**src/rtl/conv_sched_pkg.sv**
```systemverilog
// Shared types and default geometry for the conv layer tile scheduler.
// Default tiling gives 2x2x1x2 = 8 tiles per layer.
package conv_sched_pkg;

  typedef enum logic [2:0] {
    S_IDLE  = 3'd0,
    S_ISSUE = 3'd1,
    S_WAIT  = 3'd2,
    S_ADV   = 3'd3,
    S_FIN   = 3'd4
  } sched_state_t;

  localparam int DEF_AW = 32;
  localparam int DEF_N  = 32;
  localparam int DEF_TN = 16;
  localparam int DEF_M  = 32;
  localparam int DEF_TM = 16;
  localparam int DEF_R  = 64;
  localparam int DEF_TR = 64;
  localparam int DEF_C  = 32;
  localparam int DEF_TC = 16;

  localparam int NT = DEF_N / DEF_TN;
  localparam int MT = DEF_M / DEF_TM;
  localparam int RT = DEF_R / DEF_TR;
  localparam int CT = DEF_C / DEF_TC;
  localparam int TILE_TOTAL = NT * MT * RT * CT;

  // A single-tile dimension still needs a 1-bit index register.
  function automatic int idx_w(input int cnt);
    return (cnt > 1) ? $clog2(cnt) : 1;
  endfunction

  localparam int NT_W = idx_w(NT);
  localparam int MT_W = idx_w(MT);
  localparam int RT_W = idx_w(RT);
  localparam int CT_W = idx_w(CT);

endpackage

```
**src/rtl/conv_layer_tile_sched_if.sv**
```systemverilog
// Host/conv_tile facing signals of the tile scheduler.
// CONV_SCHED_PERF_CNT_EN adds the perf_cycles/perf_tiles counters.
interface conv_layer_tile_sched_if #(
  parameter int AW = 32
);
  logic          layer_start;
  logic          layer_done;
  logic          busy;
  logic          conv_tile_start;
  logic          conv_tile_done;
  logic [AW-1:0] tile_base_n;
  logic [AW-1:0] tile_base_m;
  logic [AW-1:0] tile_base_row;
  logic [AW-1:0] tile_base_col;
`ifdef CONV_SCHED_PERF_CNT_EN
  logic [31:0]   perf_cycles;
  logic [15:0]   perf_tiles;
`endif

  modport master (
    input  layer_start,
    input  conv_tile_done,
    output layer_done,
    output busy,
    output conv_tile_start,
    output tile_base_n,
    output tile_base_m,
    output tile_base_row,
    output tile_base_col
`ifdef CONV_SCHED_PERF_CNT_EN
    ,
    output perf_cycles,
    output perf_tiles
`endif
  );

  modport slave (
    output layer_start,
    output conv_tile_done,
    input  layer_done,
    input  busy,
    input  conv_tile_start,
    input  tile_base_n,
    input  tile_base_m,
    input  tile_base_row,
    input  tile_base_col
`ifdef CONV_SCHED_PERF_CNT_EN
    ,
    input  perf_cycles,
    input  perf_tiles
`endif
  );

endinterface

```
**src/rtl/conv_tile_idx_cnt.sv**
```systemverilog
// Four-level nested wrap counter over (n,row,col,m) tile indices, m innermost.
module conv_tile_idx_cnt
  import conv_sched_pkg::*;
#(
  parameter int NT = 2,
  parameter int MT = 2,
  parameter int RT = 1,
  parameter int CT = 2
) (
  input  logic                    clk,
  input  logic                    rst,
  input  logic                    clr,
  input  logic                    step,
  output logic [idx_w(NT)-1:0]    n_idx,
  output logic [idx_w(MT)-1:0]    m_idx,
  output logic [idx_w(RT)-1:0]    row_idx,
  output logic [idx_w(CT)-1:0]    col_idx,
  output logic                    last_tile
);

  localparam int NW = idx_w(NT);
  localparam int MW = idx_w(MT);
  localparam int RW = idx_w(RT);
  localparam int CW = idx_w(CT);

  localparam logic [NW-1:0] N_LAST = NW'(NT - 1);
  localparam logic [MW-1:0] M_LAST = MW'(MT - 1);
  localparam logic [RW-1:0] R_LAST = RW'(RT - 1);
  localparam logic [CW-1:0] C_LAST = CW'(CT - 1);

  logic m_wrap, col_wrap, row_wrap, n_wrap;

  assign m_wrap    = (m_idx == M_LAST);
  assign col_wrap  = (col_idx == C_LAST);
  assign row_wrap  = (row_idx == R_LAST);
  assign n_wrap    = (n_idx == N_LAST);
  assign last_tile = m_wrap && col_wrap && row_wrap && n_wrap;

  // Each level advances only when every inner level wraps on the same step.
  always_ff @(posedge clk) begin
    if (rst || clr) begin
      n_idx   <= '0;
      m_idx   <= '0;
      row_idx <= '0;
      col_idx <= '0;
    end else if (step) begin
      if (!m_wrap) begin
        m_idx <= m_idx + MW'(1);
      end else begin
        m_idx <= '0;
        if (!col_wrap) begin
          col_idx <= col_idx + CW'(1);
        end else begin
          col_idx <= '0;
          if (!row_wrap) begin
            row_idx <= row_idx + RW'(1);
          end else begin
            row_idx <= '0;
            n_idx   <= n_wrap ? '0 : n_idx + NW'(1);
          end
        end
      end
    end
  end

endmodule

```
**src/rtl/conv_layer_tile_sched.sv**
```systemverilog
// Layer-level tile scheduler: issues one conv_tile_start per (n,row,col,m) tile and waits for done.
// Optional CONV_SCHED_PERF_CNT_EN adds busy-cycle and completed-tile counters.
module conv_layer_tile_sched
  import conv_sched_pkg::*;
#(
  parameter int AW = DEF_AW,
  parameter int N  = DEF_N,
  parameter int TN = DEF_TN,
  parameter int M  = DEF_M,
  parameter int TM = DEF_TM,
  parameter int R  = DEF_R,
  parameter int TR = DEF_TR,
  parameter int C  = DEF_C,
  parameter int TC = DEF_TC
) (
  input  logic                     clk,
  input  logic                     rst,
  conv_layer_tile_sched_if.master  bus
);

  localparam int N_TILES = N / TN;
  localparam int M_TILES = M / TM;
  localparam int R_TILES = R / TR;
  localparam int C_TILES = C / TC;

  localparam int NW = idx_w(N_TILES);
  localparam int MW = idx_w(M_TILES);
  localparam int RW = idx_w(R_TILES);
  localparam int CW = idx_w(C_TILES);

  sched_state_t  state;
  logic [NW-1:0] n_idx;
  logic [MW-1:0] m_idx;
  logic [RW-1:0] row_idx;
  logic [CW-1:0] col_idx;
  logic          last_tile;
  logic          last_r;
  logic          start_accept;
  logic          tile_step;

  assign start_accept = (state == S_IDLE) && bus.layer_start;
  assign tile_step    = (state == S_WAIT) && bus.conv_tile_done;

  conv_tile_idx_cnt #(
    .NT(N_TILES),
    .MT(M_TILES),
    .RT(R_TILES),
    .CT(C_TILES)
  ) u_idx_cnt (
    .clk       (clk),
    .rst       (rst),
    .clr       (start_accept),
    .step      (tile_step),
    .n_idx     (n_idx),
    .m_idx     (m_idx),
    .row_idx   (row_idx),
    .col_idx   (col_idx),
    .last_tile (last_tile)
  );

  // Indices advance on the accepted done, so in ADV they already name the next tile
  // and the bases can be registered from them in time for the following ISSUE.
  always_ff @(posedge clk) begin
    if (rst) begin
      state               <= S_IDLE;
      last_r              <= 1'b0;
      bus.busy            <= 1'b0;
      bus.layer_done      <= 1'b0;
      bus.conv_tile_start <= 1'b0;
      bus.tile_base_n     <= '0;
      bus.tile_base_m     <= '0;
      bus.tile_base_row   <= '0;
      bus.tile_base_col   <= '0;
    end else begin
      bus.conv_tile_start <= 1'b0;
      bus.layer_done      <= 1'b0;
      case (state)
        S_IDLE: begin
          if (bus.layer_start) begin
            state               <= S_ISSUE;
            bus.busy            <= 1'b1;
            bus.conv_tile_start <= 1'b1;
          end
        end
        S_ISSUE: begin
          state <= S_WAIT;
        end
        S_WAIT: begin
          if (bus.conv_tile_done) begin
            state  <= S_ADV;
            last_r <= last_tile;
          end
        end
        S_ADV: begin
          bus.tile_base_n   <= AW'(n_idx) * AW'(TN);
          bus.tile_base_m   <= AW'(m_idx) * AW'(TM);
          bus.tile_base_row <= AW'(row_idx) * AW'(TR);
          bus.tile_base_col <= AW'(col_idx) * AW'(TC);
          if (last_r) begin
            state          <= S_FIN;
            bus.layer_done <= 1'b1;
          end else begin
            state               <= S_ISSUE;
            bus.conv_tile_start <= 1'b1;
          end
        end
        S_FIN: begin
          state             <= S_IDLE;
          bus.busy          <= 1'b0;
          bus.tile_base_n   <= '0;
          bus.tile_base_m   <= '0;
          bus.tile_base_row <= '0;
          bus.tile_base_col <= '0;
        end
        default: begin
          state <= S_IDLE;
        end
      endcase
    end
  end

`ifdef CONV_SCHED_PERF_CNT_EN
  // Counters keep the last layer's values until the next accepted start.
  always_ff @(posedge clk) begin
    if (rst || start_accept) begin
      bus.perf_cycles <= '0;
      bus.perf_tiles  <= '0;
    end else begin
      if (bus.busy && (bus.perf_cycles != '1)) begin
        bus.perf_cycles <= bus.perf_cycles + 32'd1;
      end
      if (tile_step) begin
        bus.perf_tiles <= bus.perf_tiles + 16'd1;
      end
    end
  end
`endif

endmodule

```
**src/flat_wrapper.sv**
```systemverilog
// flat-port wrapper written by rule: the top's interface ports become plain ports
module conv_layer_tile_sched_flat import conv_sched_pkg::*;
#(
  parameter int AW = DEF_AW,
  parameter int N  = DEF_N,
  parameter int TN = DEF_TN,
  parameter int M  = DEF_M,
  parameter int TM = DEF_TM,
  parameter int R  = DEF_R,
  parameter int TR = DEF_TR,
  parameter int C  = DEF_C,
  parameter int TC = DEF_TC
)
  (clk, rst, bus_layer_start, bus_conv_tile_done, bus_layer_done, bus_busy, bus_conv_tile_start, bus_tile_base_n, bus_tile_base_m, bus_tile_base_row, bus_tile_base_col);
  conv_layer_tile_sched_if #(.AW(AW)) bus_i ();
  input  logic clk;
  input  logic rst;
  input wire logic [$bits(bus_i.layer_start)-1:0] bus_layer_start;
  input wire logic [$bits(bus_i.conv_tile_done)-1:0] bus_conv_tile_done;
  output wire logic [$bits(bus_i.layer_done)-1:0] bus_layer_done;
  output wire logic [$bits(bus_i.busy)-1:0] bus_busy;
  output wire logic [$bits(bus_i.conv_tile_start)-1:0] bus_conv_tile_start;
  output wire logic [$bits(bus_i.tile_base_n)-1:0] bus_tile_base_n;
  output wire logic [$bits(bus_i.tile_base_m)-1:0] bus_tile_base_m;
  output wire logic [$bits(bus_i.tile_base_row)-1:0] bus_tile_base_row;
  output wire logic [$bits(bus_i.tile_base_col)-1:0] bus_tile_base_col;
  assign bus_i.layer_start = bus_layer_start;
  assign bus_i.conv_tile_done = bus_conv_tile_done;
  assign bus_layer_done = bus_i.layer_done;
  assign bus_busy = bus_i.busy;
  assign bus_conv_tile_start = bus_i.conv_tile_start;
  assign bus_tile_base_n = bus_i.tile_base_n;
  assign bus_tile_base_m = bus_i.tile_base_m;
  assign bus_tile_base_row = bus_i.tile_base_row;
  assign bus_tile_base_col = bus_i.tile_base_col;
  conv_layer_tile_sched #(.AW(AW), .N(N), .TN(TN), .M(M), .TM(TM), .R(R), .TR(TR), .C(C), .TC(TC)) u_core (.clk(clk), .rst(rst), .bus(bus_i));
endmodule
```
**config.mk**
```make
export PLATFORM = sky130hd
export DESIGN_NAME = conv_layer_tile_sched_flat
export DESIGN_NICKNAME = d
export VERILOG_FILES = /design/src/rtl/conv_sched_pkg.sv /design/src/rtl/conv_layer_tile_sched_if.sv /design/src/rtl/conv_tile_idx_cnt.sv /design/src/rtl/conv_layer_tile_sched.sv /design/src/flat_wrapper.sv
export SDC_FILE = /design/constraint.sdc
export NUM_CORES = 1
export LEC_CHECK = 0
export ABC_AREA = 1
export CORE_MARGIN = 2
export CORE_UTILIZATION = 35
export CTS_BUF_LIST = sky130_fd_sc_hd__clkbuf_4
export DETAILED_ROUTE_END_ITERATION = 16
export PLACE_DENSITY_LB_ADDON = 0.1
export SLEW_MARGIN = 10
export SYNTH_ARGS = -nofsm -noshare
export SYNTH_HDL_FRONTEND = slang
export SYNTH_HIERARCHICAL = 1
export SYNTH_SLANG_ARGS = --single-unit
```
**constraint.sdc**
```tcl
create_clock -name clk -period 3.3 [get_ports clk]
set_input_delay 0.495 -clock clk [delete_from_list [all_inputs] [get_ports clk]]
set_output_delay 0.495 -clock clk [all_outputs]
set_load 0.05 [all_outputs]
```
==> results of run 1 <==
[cell families after synthesis]
family | share of synthesized area [%]
other | 0.493
and+or+nand+nor | 13.4
buffers and inverters | 64.1
DFF | 18.4
AOI/OAI and AO/OA | 3.62
[stage by stage]
stage / hold WS (ns) / area, sq um
2_1_floorplan: 0.445 / 1980
3_3_place_gp: 0.469 / 1200
3_5_place_dp: 0.455 / 1200
4_1_cts: 0.472 / 1230
5_1_grt: 0.497 / 1230
6_report: 0.470 / 1230
[cells in the final DEF (no fill, tap or decap)]
cell type and count:
sky130_fd_sc_hd__a21oi_1 10, sky130_fd_sc_hd__clkbuf_4 3, sky130_fd_sc_hd__clkdlybuf4s50_1 10, sky130_fd_sc_hd__conb_1 125, sky130_fd_sc_hd__dfxtp_1 14, sky130_fd_sc_hd__inv_1 9
sky130_fd_sc_hd__nand2_1 16, sky130_fd_sc_hd__nand2_2 2, sky130_fd_sc_hd__nand3_1 8, sky130_fd_sc_hd__nand3_2 3, sky130_fd_sc_hd__nand3b_1 1, sky130_fd_sc_hd__nand4_1 1
sky130_fd_sc_hd__nor2_1 7, sky130_fd_sc_hd__nor2_4 1, sky130_fd_sc_hd__nor3_1 2, sky130_fd_sc_hd__o21ai_0 1
[worst min-delay path, delay by kind of cell (launching register included)]
kind | cells | cell delay, ns
AND/OR/NAND/NOR | 1 | 0.06
flip-flops | 1 | 0.32
AO/OA/AOI/OAI | 1 | 0.05
[power by group]
part,internal (mW),switching [mW]
Combinational,0.0308,0.363
Sequential,0.180,0.0136
Clock,0.0422,0.0513
[layer usage]
metal  GRT usage (%)  vias to the layer above  wire, um
met1            7.19                      344       663
met5               0                        -         0
met2            10.7                       79       904
met3            1.73                        0       270
met4            2.56                        0         0
li1                -                      400         -
[cells in the mapped netlist]
| cell | n |
|---|---|
| sky130_fd_sc_hd__o21ai_0 | 1 |
| sky130_fd_sc_hd__buf_4 | 125 |
| sky130_fd_sc_hd__clkbuf_1 | 1 |
| sky130_fd_sc_hd__nand2_2 | 2 |
| sky130_fd_sc_hd__nor3_1 | 2 |
| sky130_fd_sc_hd__nand3_1 | 8 |
| sky130_fd_sc_hd__nor2_4 | 1 |
| sky130_fd_sc_hd__conb_1 | 2 |
| sky130_fd_sc_hd__nand3_2 | 3 |
| sky130_fd_sc_hd__dfxtp_1 | 14 |
| sky130_fd_sc_hd__nand2_1 | 16 |
| sky130_fd_sc_hd__nand4_1 | 1 |
| sky130_fd_sc_hd__nand3b_1 | 1 |
| sky130_fd_sc_hd__a21oi_1 | 10 |
| sky130_fd_sc_hd__nor2_1 | 7 |
| sky130_fd_sc_hd__inv_1 | 9 |
[area by class of cell]
class / instances / area (sq um)
multi-input combinational: 177 / 728
clock buffer: 3 / 22.5
inverter: 9 / 33.8
timing repair buffer: 10 / 100
sequential: 14 / 280
tap: 50 / 62.6
fill: 472 / 2860
[registers in the layout, indices dropped and copies added, names as in the netlist]
name                        count
u_core/state                    3
u_core/bus.busy                 1
u_core/bus.conv_tile_start      1
u_core/bus.layer_done           1
u_core/bus.tile_base_col        1
u_core/bus.tile_base_m          1
u_core/bus.tile_base_n          1
u_core/bus.tile_base_row        1
u_core/last_r                   1
u_core/u_idx_cnt/col_idx        1
u_core/u_idx_cnt/m_idx          1
u_core/u_idx_cnt/n_idx          1
[how the worst max path moves through the flow]
| stage | from | to | slack [ns] |
|---|---|---|---|
| after global placement | bus_conv_tile_done | u_core/u_idx_cnt/n_idx$_SDFFE_PP0P_ | 1.63 |
| final | u_core/bus.tile_base_m[4]$_SDFFE_PP0P_ | bus_tile_base_m[4] | 1.37 |
| after CTS | u_core/bus.busy$_SDFFE_PP0P_ | bus_busy | 1.35 |
| after detailed placement | rst | u_core/u_idx_cnt/m_idx$_SDFFE_PP0P_ | 1.62 |
| after floorplan | u_core/bus.tile_base_col[4]$_SDFFE_PP0P_ | bus_tile_base_col[4] | 2.20 |
| after global routing | u_core/bus.busy$_SDFFE_PP0P_ | bus_busy | 1.33 |
==> summary.md, run 1 <==
| Metric | Value |
|---|---|
| # setup viols final | 0 |
| Logic depth of the worst setup path including buffers | 1 |
| 1st-iter DRT viols | 10 |
| Wire length of the first global-routing pass | between 2000 and 2500 um |
| Timing-limited maximum frequency | around 520 MHz |
| Post-layout total power | 0.681 mW |
| Share of the clock period used by the worst path after layout | between 50% and 60% |
| Count of standard-cell rows | 23 |
| Setup repair after global routing missed its margin | false |
| Total of hold buffers inserted after clock tree synthesis | 0 |
| Die Width | around 70 um |
| Slack of the worst reg-to-reg path | slightly below 2 ns |
| Endpoint of the lowest-slack register-to-register path | u_core/u_idx_cnt/m_idx$_SDFFE_PP0P_ |
| Crit. End Element | output pin |
| First drt pass iteration count | 5 |
| Worst Path Class, Setup | flip-flop to output pin |
| Max Clock Skew | around 0.0029 ns |
| Avg Synthesized Cell Area | roughly 7.5 sq um |
| Sinks on the clock net | 14 |
| Vias per inst | roughly 3.1 |
| Outcome | completed |
| Overall die area | around 4900 sq um |
| Height of the die | 70.0 um |
| Post-synthesis instance area | around 1500 sq um |
| H-tree level count | 1 |
| End point of the worst hold path | u_core/bus.busy$_SDFFE_PP0P_ |
| Placed Instances | 260 |
| Cell at the root of the clock tree | sky130_fd_sc_hd__clkbuf_4 |
| Top cell type's share of synthesized area | 61.6% |
| Max incr delay on CP | 0.81 ns |
| Required arrival time at the worst endpoint | around 2.8 ns |
| Placed wire-length estimate | approximately 1500 um |
| Max-Cap Viols | 0 |
| Hold WC Path Type | flip-flop to flip-flop |
| Final period demand of the worst path | between 1.5 and 2 ns |
| Worst Setup Slack, final | between 1 and 1.5 ns |
| # IOs | around 140 |
| Final Hold Vio Count | 0 |
| Worst path slowest cell | sky130_fd_sc_hd__clkdlybuf4s50_1 |
| Initial core utilization | 37.3% |
| Worst slew margin | between 60% and 70% |
| Number of buffers on the longest clock path | 2 |
| Clock buffers created by TritonCTS | 3 |
| Number of antenna violations at the first check in global routing | 0 |
| Cells after synthesis | 203 |
| Dominant delay contributor by cell family on the critical path | buffers and inverters |
| Per-cell routed wire length | ~7.0 um |
| Number of global-route vias before repair | ~560 |
| Worst r2r src | u_core/state[2]$_SDFFE_PP0P_ |
| Insertion delay of the later-clocked pin in the worst-skew pair | between 0.2 and 0.3 ns |
| Number of synthesis warnings | 6 |
| Number of standard cells in the layout, taps in and fillers out | roughly 260 |
| Register area share after synthesis | between 10% and 20% |
| Netlist cell types | 16 |
| Hold Path Origin | u_core/bus.busy$_SDFFE_PP0P_ |
| Top cell type by total area after synthesis | sky130_fd_sc_hd__buf_4 |
| ANT cells | 0 |
| Port Buf Inserts | 10 |
| Largest net degree at the start of global routing | 13 |
| GP Congestion | 0.677 |
| Routed wire length | 1840 um |
| IR Drop Worst-Case VDD | 0.160 mV |
| Power per cell area | between 500 and 600 nW/um^2 |
| Final core occ | 30.0% |
| Placeable core region | ~4100 sq um |
| Number of nets with antenna violations after detailed routing | 0 |
| Clock-pin slew reported for the worst setup and hold paths after clock tree synthesis | ~0.080 ns |
| Slew Viols, Final | 0 |
| Net count of the finished layout | 219 |
| Final-layout setup total negative slack | 0 ns |
| Tightest Pin Transition | roughly 0.52 ns |
| Total DRC errors in the routed layout | 0 |
| Leakage | about 0.68 nW |
| Largest fanout on the critical path | 2 |
| Resized Gates After CTS | 0 |
| Worst hold path cell count | 2 |
| Area Overhead vs Synth | -19.4% |
| Number of cells on the worst reg-to-reg path | 6 |
| Data arrival time at the worst-slack endpoint | roughly 1.4 ns |
| DP Worst Slack | ~1.6 ns |
| Count of buffer and inverter cells on the critical path | 1 |
| Critical Path Start Type | flip-flop |
| Sum of overflow across all layers after global routing | 0 |
| Fraction of layout cells with a size suffix above 1 | ~4.2% |
| Buffers inserted by post-CTS timing repair | 0 |
| GRT Util Overall | 6.21% |
| Top area cells in the synthesized netlist | sky130_fd_sc_hd__buf_4 62%, sky130_fd_sc_hd__dfxtp_1 18%, sky130_fd_sc_hd__nand2_1 3.9% |
| CTS tree | yes |
| Seq cells post-synth | 14 |
| Via count | around 820 |
| Critical path, cell by cell | clkdlybuf4s50_1 |
(Power assumes the default switching activity.)
==> run 2, diff against run 1 <==
--- a/config.mk
+++ b/config.mk
@@ -7,7 +7,7 @@
 export LEC_CHECK = 0
 export ABC_AREA = 1
 export CORE_MARGIN = 2
-export CORE_UTILIZATION = 35
+export CORE_UTILIZATION = 32
 export CTS_BUF_LIST = sky130_fd_sc_hd__clkbuf_4
 export DETAILED_ROUTE_END_ITERATION = 16
 export PLACE_DENSITY_LB_ADDON = 0.1
==> constraint.sdc (replaced) <==
create_clock -name clk -period 1.8 [get_ports clk]
set_input_delay 0.27 -clock clk [delete_from_list [all_inputs] [get_ports clk]]
set_output_delay 0.27 -clock clk [all_outputs]
set_load 0.05 [all_outputs]
==> summary.md, run 2 (synthesized netlist as in run 1, its figures left out) <==
| Metric | Value |
|---|---|
| Number of global-route vias before repair | 534 (-4.5%) |
| Per-cell routed wire length | 6.73 um (-3.7%) |
| Wire length of the first global-routing pass | 2460 um (+1.1%) |
| Die Width | 73.0 um (+4.3%) |
| Worst slew margin | 66.8% (+1.4 points) |
| Hold WC Path Type | flip-flop to flip-flop |
| # setup viols final | 0 (unchanged) |
| Count of buffer and inverter cells on the critical path | 1 (unchanged) |
| Power per cell area | 1020 nW/um^2 (+84%) |
| 1st-iter DRT viols | 12 (+2) |
| Resized Gates After CTS | 0 (unchanged) |
| Worst setup path start | u_core/bus.conv_tile_start$_SDFF_PP0_ |
| Count of standard-cell rows | 25 (+8.7%) |
| Placed wire-length estimate | 1520 um (about the same) |
| Sequential cell area | 280 sq um (unchanged) |
| Max Clock Skew | 0.00270 ns (-0.000254 ns) |
| FILL cells | 517 (+9.5%) |
| Vias per inst | 3.06 (-2.3%) |
| Slew Viols, Final | 0 (unchanged) |
| Placed inst area | 1200 sq um (unchanged) |
| Timing-limited maximum frequency | slightly above 600 MHz |
| Flip-flop count of the largest register, all copies and words added | 3 (unchanged) |
| Data arrival time at the worst-slack endpoint | 1.38 ns (-0.06 ns) |
| Crit. End Element | output pin |
| Worst hold path cell count | 2 (unchanged) |
| CTS tree | yes |
| Area Overhead vs Synth | -19.4% (unchanged) |
| Number of cells on the worst reg-to-reg path | 6 (unchanged) |
| Sinks on the clock net | 14 (unchanged) |
| Tightest Pin Transition | 0.496 ns (-0.0203 ns) |
| GRT Util Overall | 6.26% (+0.054 points) |
| Max incr delay on CP | 0.79 ns (-0.02 ns) |
| Leakage | 0.693 nW (+2.1%) |
| Final Hold Vio Count | 0 (unchanged) |
| Required arrival time at the worst endpoint | 1.53 ns (-1.27 ns) |
| Total of hold buffers inserted after clock tree synthesis | 0 (unchanged) |
| Total DRC errors in the routed layout | 0 (unchanged) |
| Routed wire length | 1800 um (-1.9%) |
| Multi-input gate area | 728 sq um (unchanged) |
| Fraction of layout cells with a size suffix above 1 | 7.01% (+2.8 points) |
| First drt pass iteration count | 4 (-1) |
| Highest-count cells in the layout ignoring fill and taps | 125 x sky130_fd_sc_hd__conb_1, 16 x sky130_fd_sc_hd__nand2_1, 14 x sky130_fd_sc_hd__dfxtp_1, 10 x sky130_fd_sc_hd__a21oi_1, 9 x sky130_fd_sc_hd__inv_1 |
| Placeable core region | 4660 sq um (+14%) |
| Number of antenna violations at the first check in global routing | 0 (unchanged) |
| Via count | 819 (-0.49%) |
| Net count of the finished layout | 220 (+0.46%) |
| Number of buffers on the longest clock path | 2 (unchanged) |
| Worst r2r src | u_core/state[1]$_SDFFE_PP0P_ |
| Clock-pin slew reported for the worst setup and hold paths after clock tree synthesis | 0.08 ns (about the same) |
| IR Drop Worst-Case VDD | 0.314 mV (+96%) |
| Buffers inserted by post-CTS timing repair | 0 (unchanged) |
| Port Buf Inserts | 10 (unchanged) |
| # IOs | 135 (unchanged) |
| Most flop-heavy register | u_core/state |
| Number of nets with antenna violations after detailed routing | 0 (unchanged) |
| Height of the die | 73.0 um (+4.3%) |
| Max-Cap Viols | 0 (unchanged) |
| Sum of overflow across all layers after global routing | 0 (unchanged) |
| ANT cells | 0 (unchanged) |
| Final Instance Area | 1230 sq um (unchanged) |
| Final period demand of the worst path | roughly 1.7 ns |
| Outcome | completed |
| Critical Path Start Type | flip-flop |
| Commonest non-fill, non-tap cell in the layout | sky130_fd_sc_hd__conb_1 |
| H-tree level count | 1 (unchanged) |
| Insertion delay of the later-clocked pin in the worst-skew pair | 0.28 ns (about the same) |
| Final-layout setup total negative slack | 0 ns (unchanged) |
| CP Capture Point | bus_conv_tile_start |
| Cell at the root of the clock tree | sky130_fd_sc_hd__clkbuf_4 |
| Initial core utilization | 32.7% (-4.6 points) |
| Clock buffers created by TritonCTS | 3 (unchanged) |
| Worst path slowest cell | sky130_fd_sc_hd__clkdlybuf4s50_1 |
| Largest net degree at the start of global routing | 12 (-1) |
| Setup repair after global routing missed its margin | false |
| Hold Path Origin | u_core/bus.busy$_SDFFE_PP0P_ |
| Overall die area | 5330 sq um (+8.8%) |
| Dominant delay contributor by cell family on the critical path | buffers and inverters |
| Largest fanout on the critical path | 1 (-1) |
| Critical path, cell by cell | clkdlybuf4s50_1 |
| Worst Path Class, Setup | flip-flop to output pin |
| Endpoint of the lowest-slack register-to-register path | u_core/u_idx_cnt/m_idx$_SDFFE_PP0P_ |
| Slack of the worst reg-to-reg path | 0.53 ns (-1.46 ns) |
| GP Congestion | 0.712 (+5.1%) |
| Share of the clock period used by the worst path after layout | between 90% and 100% |
| Logic depth of the worst setup path including buffers | 1 (unchanged) |
-- run 2: cell types whose count changed in the layout (fill, tap and decap cells not counted), sizes merged --
cell,delta
clkdlybuf4s50,-5
buf,+6
-- run 2: how the worst min path moves through the flow --
stage / end / slack, ns
global route: u_core/bus.busy$_SDFFE_PP0P_ / 0.50
global placement: u_core/bus.busy$_SDFFE_PP0P_ / 0.46
detailed placement: u_core/bus.busy$_SDFFE_PP0P_ / 0.46
floorplan: u_core/bus.layer_done$_SDFF_PP0_ / 0.35
CTS: u_core/bus.busy$_SDFFE_PP0P_ / 0.48
finish: u_core/bus.busy$_SDFFE_PP0P_ / 0.48
-- run 2: power by group --
| group | internal (mW) | total [mW] | switching (mW) |
|---|---|---|---|
| clock | 0.0775 | 0.177 | 0.0992 |
| sequential | 0.330 | 0.357 | 0.0261 |
| combinational | 0.0563 | 0.719 | 0.662 |
-- run 2: area by class of cell --
type	count	area share, %
sequential	14	22.8
inverter	9	2.75
tap	54	5.50
multi-input combinational	177	59.3
timing repair buffer	11	7.75
clock buffer	3	1.83
-- run 2: worst min-delay path, cell delays in order (launching register included) --
cell and delay (ns):
sky130_fd_sc_hd__dfxtp_1 0.32, sky130_fd_sc_hd__nand2_1 0.06, sky130_fd_sc_hd__a21oi_1 0.05
-- run 2: per-stage QoR --
stage | setup WS (ns) | hold WS, ns | util, % | std cells | total power, mW
CTS | 0.130 | 0.479 | 26.3 | 268 | 1.26
detailed placement | 0.408 | 0.464 | 25.9 | 265 | 1.08
floorplan | 0.744 | 0.347 | - | 326 | 1.25
global route | 0.0875 | 0.503 | 26.3 | 268 | 1.32
finish | 0.148 | 0.476 | 26.3 | 268 | 1.25
global placement | 0.399 | 0.460 | 25.9 | 265 | 1.08
-- run 2: metal layers --
| layer | track usage (%) | share of wire [%] | wire length [um] |
|---|---|---|---|
| met2 | 9.71 | 47 | 854 |
| met5 | 0 | 0 | 0 |
| met1 | 7.48 | 39 | 706 |
| met4 | 1.23 | 0.61 | 11 |
| met3 | 3.73 | 13 | 231 |
==> run 3, diff against run 2 <==
--- a/config.mk
+++ b/config.mk
@@ -9,8 +9,10 @@
 export CORE_MARGIN = 2
 export CORE_UTILIZATION = 32
 export CTS_BUF_LIST = sky130_fd_sc_hd__clkbuf_4
+export CTS_CLUSTER_DIAMETER = 60
 export DETAILED_ROUTE_END_ITERATION = 16
 export PLACE_DENSITY_LB_ADDON = 0.1
+export REMOVE_ABC_BUFFERS = 1
 export SLEW_MARGIN = 10
 export SYNTH_ARGS = -nofsm -noshare
 export SYNTH_HDL_FRONTEND = slang
==> summary.md, run 3 (synthesized netlist as in run 1, its figures left out) <==
| Metric | Value |
|---|---|
| Outcome | completed |
| First drt pass iteration count | 4 (unchanged) |
| CTS tree | yes |
| Fraction of layout cells with a size suffix above 1 | 5.61% (-1.4 points) |
| Final period demand of the worst path | 1.69 ns (+0.0399 ns) |
| Setup repair after global routing missed its margin | false |
| Critical path, cell by cell | clkdlybuf4s50_1 |
| Sum of overflow across all layers after global routing | 0 (unchanged) |
| Number of buffers on the longest clock path | 2 (unchanged) |
| GRT Util Overall | 6.09% (-0.17 points) |
| Number of antenna violations at the first check in global routing | 0 (unchanged) |
| Clock-pin slew reported for the worst setup and hold paths after clock tree synthesis | 0.08 ns (about the same) |
| # setup viols final | 0 (unchanged) |
| IR Drop Worst-Case VDD | 0.263 mV (-16%) |
| Highest-count cells in the layout ignoring fill and taps | 125 x sky130_fd_sc_hd__conb_1, 16 x sky130_fd_sc_hd__nand2_1, 14 x sky130_fd_sc_hd__dfxtp_1, 10 x sky130_fd_sc_hd__a21oi_1, 9 x sky130_fd_sc_hd__inv_1 |
| Number of global-route vias before repair | 567 (+6.2%) |
| # IOs | 135 (unchanged) |
| Cell at the root of the clock tree | sky130_fd_sc_hd__clkbuf_4 |
| Buffers inserted by post-CTS timing repair | 0 (unchanged) |
| Total DRC errors in the routed layout | 0 (unchanged) |
| Placeable core region | 4660 sq um (unchanged) |
| Height of the die | 73.0 um (unchanged) |
| Worst path slowest cell | sky130_fd_sc_hd__clkdlybuf4s50_1 |
| Most flop-heavy register | u_core/state |
| Hold WC Path Type | flip-flop to flip-flop |
| Via count | 835 (+2.0%) |
| Crit. End Element | output pin |
| GP Congestion | 0.710 (-0.18%) |
| Resized Gates After CTS | 0 (unchanged) |
| Area Overhead vs Synth | -18.9% |
| Final-layout setup total negative slack | 0 ns (unchanged) |
| 1st-iter DRT viols | 53 (+41) |
| Endpoint of the lowest-slack register-to-register path | u_core/u_idx_cnt/m_idx$_SDFFE_PP0P_ |
| Max-Cap Viols | 0 (unchanged) |
| Placed wire-length estimate | 1510 um (-0.77%) |
| Total of hold buffers inserted after clock tree synthesis | 0 (unchanged) |
| Count of standard-cell rows | 25 (unchanged) |
| Count of buffer and inverter cells on the critical path | 1 (unchanged) |
| Power per cell area | 1010 nW/um^2 (-0.60%) |
| Wire length of the first global-routing pass | 2520 um (+2.2%) |
| Critical Path Start Type | flip-flop |
| ANT cells | 0 (unchanged) |
| Hold slack | 0.472 ns (-0.00481 ns) |
| Data arrival time at the worst-slack endpoint | 1.42 ns (+0.04 ns) |
| Vias per inst | 3.12 (+2.0%) |
| Required arrival time at the worst endpoint | 1.53 ns (about the same) |
| Number of cells on the worst reg-to-reg path | 6 (unchanged) |
| Logic depth of the worst setup path including buffers | 1 (unchanged) |
| Tightest Pin Transition | 0.496 ns (-0.000167 ns) |
| Worst Path Class, Setup | flip-flop to output pin |
| Initial core utilization | 32.7% (unchanged) |
| Commonest non-fill, non-tap cell in the layout | sky130_fd_sc_hd__conb_1 |
| Flip-flop count of the largest register, all copies and words added | 3 (unchanged) |
| Leakage | 0.688 nW (-0.81%) |
| Slack of the worst reg-to-reg path | 0.54 ns (about the same) |
| Worst slew margin | 66.8% (about the same) |
| CP Capture Point | bus_busy |
| Sinks on the clock net | 14 (unchanged) |
| Net count of the finished layout | 220 (unchanged) |
| Insertion delay of the later-clocked pin in the worst-skew pair | 0.27 ns (about the same) |
| Overall die area | 5330 sq um (unchanged) |
| Largest fanout on the critical path | 2 (+1) |
| Number of nets with antenna violations after detailed routing | 0 (unchanged) |
| Final Hold Vio Count | 0 (unchanged) |
| Worst r2r src | u_core/state[1]$_SDFFE_PP0P_ |
| Routed wire length | 1780 um (-1.4%) |
| Port Buf Inserts | 10 (unchanged) |
| Post-layout total power | 1.25 mW (about the same) |
| Largest net degree at the start of global routing | 12 (unchanged) |
| Final core occ | 26.5% (+0.16 points) |
| Per-cell routed wire length | 6.63 um (-1.4%) |
| Dominant delay contributor by cell family on the critical path | buffers and inverters |
| Max Clock Skew | 0.000828 ns (-0.00187 ns) |
| Die Width | 73.0 um (unchanged) |
| Clock buffers created by TritonCTS | 3 (unchanged) |
| Worst setup path start | u_core/bus.busy$_SDFFE_PP0P_ |
| Timing-limited maximum frequency | 591 MHz (-2.4%) |
| Slew Viols, Final | 0 (unchanged) |
| Max incr delay on CP | 0.80 ns (about the same) |
| Share of the clock period used by the worst path after layout | 94.0% (+2.2 points) |
| H-tree level count | 1 (unchanged) |
-- run 3: how the worst min path moves through the flow --
stage,startpoint,end,cells after the start
2_1_floorplan,rst,u_core/bus.busy$_SDFFE_PP0P_,1
3_3_place_gp,u_core/last_r$_SDFFE_PP0P_,u_core/last_r$_SDFFE_PP0P_,2
3_5_place_dp,u_core/last_r$_SDFFE_PP0P_,u_core/last_r$_SDFFE_PP0P_,2
4_1_cts,u_core/last_r$_SDFFE_PP0P_,u_core/last_r$_SDFFE_PP0P_,2
5_1_grt,u_core/last_r$_SDFFE_PP0P_,u_core/last_r$_SDFFE_PP0P_,2
6_report,u_core/last_r$_SDFFE_PP0P_,u_core/last_r$_SDFFE_PP0P_,2
-- run 3: layout make-up --
cell class                      count  area [sq um]
Clock buffer                        3          22.5
Fill cell                         533          3430
Inverter                            9          33.8
Multi-Input combinational cell    177           728
Sequential cell                    14           280
Tap cell                           54          67.6
Timing Repair Buffer               11           103
-- run 3: tightest hold or removal path, cell delays in order, from the launching register on --
cell and delay (ns):
sky130_fd_sc_hd__dfxtp_1 0.31, sky130_fd_sc_hd__nand2_1 0.06, sky130_fd_sc_hd__a21oi_1 0.06
-- run 3: routing by layer --
layer / up-vias / wire (um) / track usage, %
met4: 0 / 0 / 0.617
li1: 400 / - / -
met1: 371 / 699 / 7.41
met3: 0 / 206 / 3.31
met2: 64 / 872 / 9.81
met5: - / 0 / 0
-- run 3: power by group --
part	leakage, nW	switching [mW]	internal [mW]
clock	0.0138	0.0977	0.0774
sequential	0.114	0.0263	0.330
combinational	0.560	0.662	0.0579
-- run 3: metrics by stage --
step | std cells | instance area [sq um] | setup WS (ns)
2_1_floorplan | 200 | 1040 | 0.744
3_3_place_gp | 265 | 1210 | 0.398
3_5_place_dp | 265 | 1210 | 0.400
4_1_cts | 268 | 1230 | 0.0856
5_1_grt | 268 | 1230 | 0.0349
6_report | 268 | 1230 | 0.108
